--- config.mk ---
export PLATFORM = sky130hd
export DESIGN_NAME = multicycle_ctrl
export DESIGN_NICKNAME = d
export VERILOG_FILES = /design/src/rtl/multicycle_ctrl.sv
export SDC_FILE = /design/constraint.sdc
export NUM_CORES = 1
export LEC_CHECK = 0
export ABC_CLOCK_PERIOD_IN_PS = 2200
export CAP_MARGIN = 20
export CORE_MARGIN = 3
export CORE_UTILIZATION = 49
export DETAILED_ROUTE_END_ITERATION = 6
export GPL_TIMING_DRIVEN = 0
export PLACE_DENSITY_LB_ADDON = 0.15
export SLEW_MARGIN = 20
export SYNTH_ARGS = -nofsm -noshare
export SYNTH_HDL_FRONTEND = slang
export SYNTH_SLANG_ARGS = --single-unit
--- constraint.sdc ---
create_clock -name clk -period 2.2 [get_ports clk]
set_input_delay 0.44 -clock clk [delete_from_list [all_inputs] [get_ports clk]]
set_output_delay 0.44 -clock clk [all_outputs]
set_load 0.005 [all_outputs]
--- src/rtl/multicycle_ctrl.sv ---
// multicycle_ctrl
//   Control FSM for a shared single-memory multicycle datapath. It sequences
//   FETCH, DECODE, EXEC, MEM and WB for four instruction classes (R-type, load,
//   store, branch) and drives the datapath control strobes.
//   A memory access in FETCH or MEM that gets no mem_ack for MEM_TIMEOUT
//   cycles sends the FSM to a sticky ERR state, which only rst leaves.
//   The FSM also keeps a count of retired instructions.
//
//   state | meaning
//   ------+-------------------------------------------------------------
//   IDLE  | stopped, waiting for run
//   FETCH | instruction read at PC; on mem_ack load IR and PC+4
//   DECODE| capture op
//   EXEC  | ALU operation; a branch retires here
//   MEM   | data access at ALU result; a store retires on mem_ack
//   WB    | register file write; retires
//   ERR   | memory timeout; sticky until rst
//
// Ports
//   clk, rst            clock, asynchronous active-high reset
//   run                 keep sequencing instructions (0 = stop after retire)
//   op                  opcode, sampled in DECODE
//   zero                ALU zero flag, used by a branch in EXEC
//   mem_ack             memory access done this cycle (FETCH/MEM only)
//   IorD .. AluOp       datapath control strobes (combinational)
//   busy, err, state    status and debug
//   instr_count         retired-instruction count, wraps
module multicycle_ctrl #(
   parameter int CNT_W       = 16,
   parameter int MEM_TIMEOUT = 15
) (
   input  logic             clk,
   input  logic             rst,
   input  logic             run,
   input  logic [1:0]       op,
   input  logic             zero,
   input  logic             mem_ack,
   output logic             IorD,
   output logic             IrWrite,
   output logic             PcWrite,
   output logic             RegDst,
   output logic             RegWrite,
   output logic             AluSrc,
   output logic             MemRead,
   output logic             MemWrite,
   output logic             MemtoReg,
   output logic [1:0]       AluOp,
   output logic             busy,
   output logic             err,
   output logic [2:0]       state,
   output logic [CNT_W-1:0] instr_count
);

   localparam int WAIT_W = $clog2(MEM_TIMEOUT + 1);

   localparam logic [1:0] OP_R     = 2'b00;
   localparam logic [1:0] OP_LOAD  = 2'b01;
   localparam logic [1:0] OP_STORE = 2'b10;
   localparam logic [1:0] OP_BR    = 2'b11;

   typedef enum logic [2:0] {
      S_IDLE   = 3'd0,
      S_FETCH  = 3'd1,
      S_DECODE = 3'd2,
      S_EXEC   = 3'd3,
      S_MEM    = 3'd4,
      S_WB     = 3'd5,
      S_UNUSED = 3'd6,
      S_ERR    = 3'd7
   } state_t;

   state_t             state_q, state_d;
   logic [1:0]         op_q, op_d;
   logic [WAIT_W-1:0]  wait_cnt_q, wait_cnt_d, wait_inc;
   logic [CNT_W-1:0]   instr_count_q, instr_count_d;
   logic               retire;

   always_ff @(posedge clk or posedge rst) begin
      if (rst) begin
         state_q       <= S_IDLE;
         op_q          <= OP_R;
         wait_cnt_q    <= '0;
         instr_count_q <= '0;
      end else begin
         state_q       <= state_d;
         op_q          <= op_d;
         wait_cnt_q    <= wait_cnt_d;
         instr_count_q <= instr_count_d;
      end
   end

   always_comb begin
      state_d       = state_q;
      op_d          = op_q;
      wait_cnt_d    = wait_cnt_q;
      instr_count_d = instr_count_q;
      retire        = 1'b0;
      wait_inc      = wait_cnt_q + 1'b1;

      case (state_q)
         S_IDLE: if (run) state_d = S_FETCH;
         S_FETCH: begin
            // An ack in the limit cycle still completes the access.
            if (mem_ack)                                state_d = S_DECODE;
            else if (wait_inc == WAIT_W'(MEM_TIMEOUT))  state_d = S_ERR;
            else                                        wait_cnt_d = wait_inc;
         end
         S_DECODE: begin
            op_d    = op;
            state_d = S_EXEC;
         end
         S_EXEC: begin
            case (op_q)
               OP_R:    state_d = S_WB;
               OP_BR:   retire  = 1'b1;
               default: state_d = S_MEM;
            endcase
         end
         S_MEM: begin
            if (mem_ack) begin
               if (op_q == OP_LOAD) state_d = S_WB;
               else                 retire  = 1'b1;
            end else if (wait_inc == WAIT_W'(MEM_TIMEOUT)) begin
               state_d = S_ERR;
            end else begin
               wait_cnt_d = wait_inc;
            end
         end
         S_WB:  retire  = 1'b1;
         S_ERR: state_d = S_ERR;
         default: state_d = S_IDLE;
      endcase

      if (retire) begin
         instr_count_d = instr_count_q + 1'b1;
         state_d       = run ? S_FETCH : S_IDLE;
      end

      // Each access gets a fresh timeout budget.
      if (state_d != state_q) wait_cnt_d = '0;
   end

   always_comb begin
      IorD     = 1'b0;
      IrWrite  = 1'b0;
      PcWrite  = 1'b0;
      RegDst   = 1'b0;
      RegWrite = 1'b0;
      AluSrc   = 1'b0;
      MemRead  = 1'b0;
      MemWrite = 1'b0;
      MemtoReg = 1'b0;
      AluOp    = 2'b00;
      busy     = 1'b0;
      err      = 1'b0;

      case (state_q)
         S_FETCH: begin
            busy    = 1'b1;
            MemRead = 1'b1;
            IrWrite = mem_ack;
            PcWrite = mem_ack;
         end
         S_DECODE: busy = 1'b1;
         S_EXEC: begin
            busy = 1'b1;
            case (op_q)
               OP_R:    AluOp = 2'b10;
               OP_BR: begin
                  AluOp   = 2'b01;
                  PcWrite = zero;
               end
               default: AluSrc = 1'b1;
            endcase
         end
         S_MEM: begin
            busy   = 1'b1;
            IorD   = 1'b1;
            AluSrc = 1'b1;
            if (op_q == OP_LOAD) MemRead  = 1'b1;
            else                 MemWrite = 1'b1;
         end
         S_WB: begin
            busy     = 1'b1;
            RegWrite = 1'b1;
            if (op_q == OP_LOAD) MemtoReg = 1'b1;
            else                 RegDst   = 1'b1;
         end
         S_ERR: err = 1'b1;
         default: ;
      endcase
   end

   assign state       = state_q;
   assign instr_count = instr_count_q;

endmodule

; Word-level counts from Yosys, hierarchy flattened
; Cells that the tools add are included.
; W data, S select, Z words.
[classes]
addsub = 2
shift = 0
n_eq_ne = 12
n_mul = 0
n_mux = 33
reduce_logical = 7
bitwise_logic = 0
div_mod_pow = 0
n_lt_le_gt_ge = 0
[op_table]
columns = cell, count
row1 = $pmux W3 S7, 1
row2 = $mux W3, 6
row3 = $add A16 B1 Y16 const B, 1
row4 = $mux W4, 4
row5 = $mux W1, 15
row6 = $eq A3 B3 Y1 const B, 3
row7 = $eq A3 B2 Y1 const B, 2
row8 = $pmux W1 S2, 3
row9 = $pmux W3 S2, 1
row10 = $reduce_or A5 Y1, 1
row11 = $add A4 B1 Y4 const B, 1
row12 = $eq A4 B4 Y1 const B, 1
row13 = $ne A2 B1 Y1 const B, 2
row14 = $pmux W2 S2, 1
row15 = $reduce_or A2 Y1, 2
row16 = $eq A3 B1 Y1 const B, 1
row17 = $logic_not A3 Y1, 1
row18 = $ne A3 B3 Y1, 1
row19 = $pmux W1 S3, 1
row20 = $reduce_and A3 Y1, 1
row21 = $eq A2 B1 Y1 const B, 1
row22 = $eq A2 B2 Y1 const B, 1
row23 = $logic_not A2 Y1, 1
row24 = $mux W2, 1
row25 = $reduce_bool A2 Y1, 1
[word_totals]
ram_bits = 0
latchBits = 0
romBits = 0
in_bits = 7
reg_bits = 25
n_memories = 0

; Logic depth before layout (Yosys ltp)
[logic_depth]
depth_word = 9
depth_mapped = 10

; Worst setup path before layout
; No wires, ideal clock.
[synth_path]
path_kind = reg-to-reg
from = register op_q[1]
to = register wait_cnt_q[3]
slack_ns = 0.363
path_buffers = 0
t_arrival_ns = 1.718
setup_ns = 0.119
period_less_slack_ns = 1.837
path_stages_with_launch = 9
path_cell_list = dfrtp_1 -> inv_1 -> ha_1 -> and2b_1 -> o21a_1 -> or3b_1 -> o211ai_2 -> a211oi_2 -> and2_1
[synth_via]
elab_chain_cells = 8
word_cells_on_any_way = 18
cone_classes = eq/ne (5) / mux (10) / reduce/logical (3)
[synth_rtl]
columns = element, line_no
row1 = "start, declared", 73  ; logic [1:0] op_q, op_d;
row2 = "start signal, assigned", 86  ; op_q <= op_d;
row3 = $eq A2 B1 Y1, 121  ; if (op_q == OP_LOAD) state_d = S_WB;
row4 = $mux W3 / $mux W1 (equally long branches), 121
row5 = $mux W3 / $mux W1 (equally long branches), 120  ; if (mem_ack) begin
row6 = $pmux W3 S7 / $pmux W1 S3 (equally long branches), 100  ; case (state_q)
row7 = $mux W3 *, 134  ; if (retire) begin
row8 = $ne A3 B3 Y1 *, 140  ; if (state_d != state_q) wait_cnt_d = '0;
row9 = $ne A2 B1 Y1 (no source line) / $reduce_bool A2 Y1 (equally long branches), n/a
row10 = $reduce_and A3 Y1 (no source line), n/a
row11 = "end signal, assigned", 87  ; wait_cnt_q <= wait_cnt_d;
row12 = "end, declared", 74  ; logic [WAIT_W-1:0] wait_cnt_q, wait_cnt_d, wait_inc;
; Mark *: on every way between the ends. The rest lies on a longest branch, timed or not.
; A chain may end at the register's enable or synchronous reset.

; Final worst setup path
[layout_path]
from = register state_q[0], in the netlist state[0]
to = output AluSrc
[layout_via]
elab_chain_cells = 2
word_cells_on_any_way = 3
cone_classes = eq/ne (2) / mux (1)
[layout_rtl]
columns = element, line_no
row1 = "start, declared", 72  ; state_t state_q, state_d;
row2 = "start signal, assigned", 85  ; state_q <= state_d;
row3 = $eq A3 B3 Y1 / $eq A3 B2 Y1 (equally long branches), 157  ; case (state_q)
row4 = $pmux W1 S2 *, 157
row5 = "end, declared", 43  ; output logic AluSrc,
; Marked as above.

==> flow_summary.json <==
{
  "outcome": "completed",
  "synthTopCellsByArea": "dfrtp_1, xnor2_1, ha_1, nand2_1, buf_6",
  "comb_power_share_pct": 61.7,
  "clock-skew-final_ps": 7.77,
  "fillers": 246,
  "seqPwrFrac_pct": 29.4,
  "drcViolationCount": 0,
  "path_max_fanout": 10,
  "drt-initial-drc-count": 32,
  "htreeDepth": 1,
  "wire_per_inst_um": 14.2,
  "layout.nets": 229,
  "r2r-start": "state[0]",
  "synth_xor_area_share_pct": 10.6,
  "slew_headroom_pct": 62.0,
  "die_area_mm2": 0.00408,
  "avgSynthCellArea_um2": 9.88,
  "intPower_uw": 1360,
  "dieWidth_um": 63.9,
  "synth_area_mm2": 0.00164,
  "dr.pass1.iters": 4,
  "via_per_inst": 5.43,
  "antenna_cells": 0,
  "maxCapViolCount": 0,
  "cts.sinks": 25,
  "synthDominantCellAreaShare_pct": 38.1,
  "p_per_area_mw_per_mm2": 999,
  "p_sw_share_pct": 39.0,
  "ys.warnings.count": 0,
  "p_leak_uw": 0.00106,
  "irDropWorstVdd_uv": 691,
  "worst_pin_slew_ps": 566,
  "fin_setup_tns_ps": 0,
  "yosysTopAreaCell": "dfrtp_1",
  "gp_congestion": 0.835,
  "pin_count": 39,
  "grt_use_met1_pct": 24.6,
  "cts_hold_buf": 0,
  "synth_top_family_by_area": "simple AND/OR/NAND/NOR gates",
  "p_clk_share_pct": 8.9,
  "std_cell_rows": 20,
  "reg2reg_depth": 9,
  "syn_nets": 179,
  "ant_nets": 0,
  "overflow": 0,
  "cp_cell_sequence": "buf_6 > clkbuf_8 > clkbuf_8 > nor2_2 > a31o_2 > dlygate4sd2_1",
  "final-seq-area_um2": 627,
  "antenna_found_initial": 0,
  "clock_path_buffers": 2,
  "drive_gt1_share_pct": 21.9,
  "period_share_pct": 95.4,
  "met3_usage_pct": 4.57,
  "portBuffers": 38,
  "ff2ff_setup_slack_ps": 170,
  "crit_path_frequent_cell": "clkbuf_8",
  "die_y_um": 63.9,
  "setup_viol": 0,
  "cts_tree": "built",
  "synth_compound_area_share_pct": 16.4,
  "muxShareOfSynthArea_pct": 0.686,
  "fmax_mhz": 477,
  "holdCritPathClass": "input pin to async pin",
  "grt_pass1_vias": 1425,
  "grt_pass1_wl_um": 6490,
  "crit_slowest_cell": "dfrtp_1",
  "end_kind": "primary output",
  "synthDistinctLibCells": 48,
  "max_stage_delay_ps": 380,
  "core_mm2": 0.00313,
  "vias": 1407,
  "clock_latency_ps": 310,
  "synthAdderAreaFrac_pct": 4.58,
  "finalNonFillerCells": 259,
  "critPathArrivalTime_ps": 1660,
  "seq_area_frac_synth_pct": 38.1,
  "total_power_uw": 2220,
  "synth_seq_cells": 25,
  "required_ps": 1760,
  "grt_usage_pct": 19.3,
  "hold_violations": 0,
  "clk_pin_slew_worst_paths_ps": 130,
  "r2r_end": "wait_cnt_q[3]",
  "worst_setup_path_start_kind": "flop",
  "root_buffer": "clkbuf_4",
  "syn_inst": 166,
  "dp.cells": 248,
  "power.switching_uw": 867,
  "wl_um": 3670,
  "period_needed_ps": 2100,
  "grt_start_max_net_pins": 26,
  "cts_buffers": 3,
  "path_class": "flop to primary output",
  "grt_most_used_layer": "met2",
  "multi_input_area_um2": 972,
  "grtUsageMet2_pct": 33.8,
  "area_growth_pct": 35.6,
  "synthSimpleGateAreaFrac_pct": 24.6,
  "initial_core_util_pct": 52.4,
  "maxSlewViolCount": 0,
  "dp_hpwl_um": 2720
}
per-stage QoR:
step                      instance area [µm²]  utilization (%)  worst slack [ps]  hold slack (ps)
after floorplan                          1640                -               363              467
after global placement                   2080             66.4              -255              477
after detailed placement                 2080             66.4              -276              491
after CTS                                2170             69.4              2.92              513
after global routing                     2220             71.1             -9.83              407
final                                    2220             71.1               102              402
state kept, by name, indices dropped and copies added (netlist names):
signal,cells
instr_count,16
wait_cnt_q,4
state,3
op_q,2
routing by layer:
layer	routed length (µm)	vias up
li1	-	695
met1	1580	676
met2	1900	32
met3	159	4
met4	23	0
met5	0	-
cells by family (layout without fill, tap and decap cells):
| logic type | count (synthesis) | in the layout |
|---|---|---|
| buf+inv | 13 | 62 |
| compound gates | 37 | 37 |
| flops | 25 | 25 |
| mux | 1 | 1 |
| xor+xnor | 19 | 19 |
| simple gates | 65 | 65 |
| fa+ha+maj | 6 | 6 |
synth_stat cells, drive strengths merged:
cell type / number
nor2: 5
and2: 6
o211a: 1
a31oi: 4
o32ai: 1
nor3: 3
o21a: 2
nor2b: 4
xor2: 2
a21oi: 7
nand3: 6
dfrtp: 25
xnor2: 17
o22a: 1
nand2: 13
or3b: 1
nand4: 5
o21bai: 2
nand3b: 3
a21o: 2
nand2b: 5
o21ai: 10
and4: 2
ha: 6
a211oi: 1
nand4b: 1
clkbuf: 2
and2b: 3
a31o: 3
a22o: 1
and4b: 1
inv: 5
and3: 7
o211ai: 2
buf: 6
mux2: 1
cells in the final DEF (no fill, tap or decap), drive strengths merged:
| cell type | count |
|---|---|
| a211oi | 1 |
| a21o | 2 |
| a21oi | 7 |
| a22o | 1 |
| a31o | 3 |
| a31oi | 4 |
| and2 | 6 |
| and2b | 3 |
| and3 | 7 |
| and4 | 2 |
| and4b | 1 |
| buf | 13 |
| clkbuf | 6 |
| clkdlybuf4s50 | 24 |
| dfrtp | 25 |
| dlygate4sd2 | 11 |
| dlymetal6s2s | 3 |
| ha | 6 |
| inv | 5 |
| mux2 | 1 |
| nand2 | 13 |
| nand2b | 5 |
| nand3 | 6 |
| nand3b | 3 |
| nand4 | 5 |
| nand4b | 1 |
| nor2 | 5 |
| nor2b | 4 |
| nor3 | 3 |
| o211a | 1 |
| o211ai | 2 |
| o21a | 2 |
| o21ai | 10 |
| o21bai | 2 |
| o22a | 1 |
| o32ai | 1 |
| or3b | 1 |
| xnor2 | 17 |
| xor2 | 2 |
worst max-delay path by stage:
stage	start	endpoint	cells past startpoint
floorplan	op_q[1]	wait_cnt_q[3]	8
global placement	mem_ack	PcWrite	5
detailed placement	mem_ack	PcWrite	5
CTS	state[1]	RegWrite	4
global route	state[0]	MemRead	6
finish	state[0]	AluSrc	6
worst max-delay path: cells and delay by family (launching register included):
| family | cells | cell delay, ps |
|---|---|---|
| AO/OA/AOI/OAI | 1 | 200 |
| buffers and inverters | 4 | 720 |
| flip-flops | 1 | 380 |
| AND/OR/NAND/NOR | 1 | 50 |
repair_timing:
item,4_1_cts,5_1_grt
endpoints found under the setup margin,12,8
resized for setup,24,11
buffers inserted,6,0
pin swaps,1,0
cloned,0,0
area by class of cell:
cell class / instances / area share, %
plain buffers: 8 / 4.11
clock buffers: 4 / 1.18
inverters: 5 / 0.844
multi-input cells: 128 / 43.7
flip-flops and latches: 25 / 28.2
well taps: 44 / 2.47
repair buffers: 45 / 19.5
power by group through the flow:
stage | Clock (µW) | Combinational (µW) | Sequential [µW]
floorplan | 0 | 793 | 652
global route | 231 | 1500 | 677
global placement | 0 | 1210 | 661
finish | 197 | 1370 | 654
CTS | 209 | 1330 | 652
detailed placement | 0 | 1240 | 663
Power figures use the tool's default switching activity.
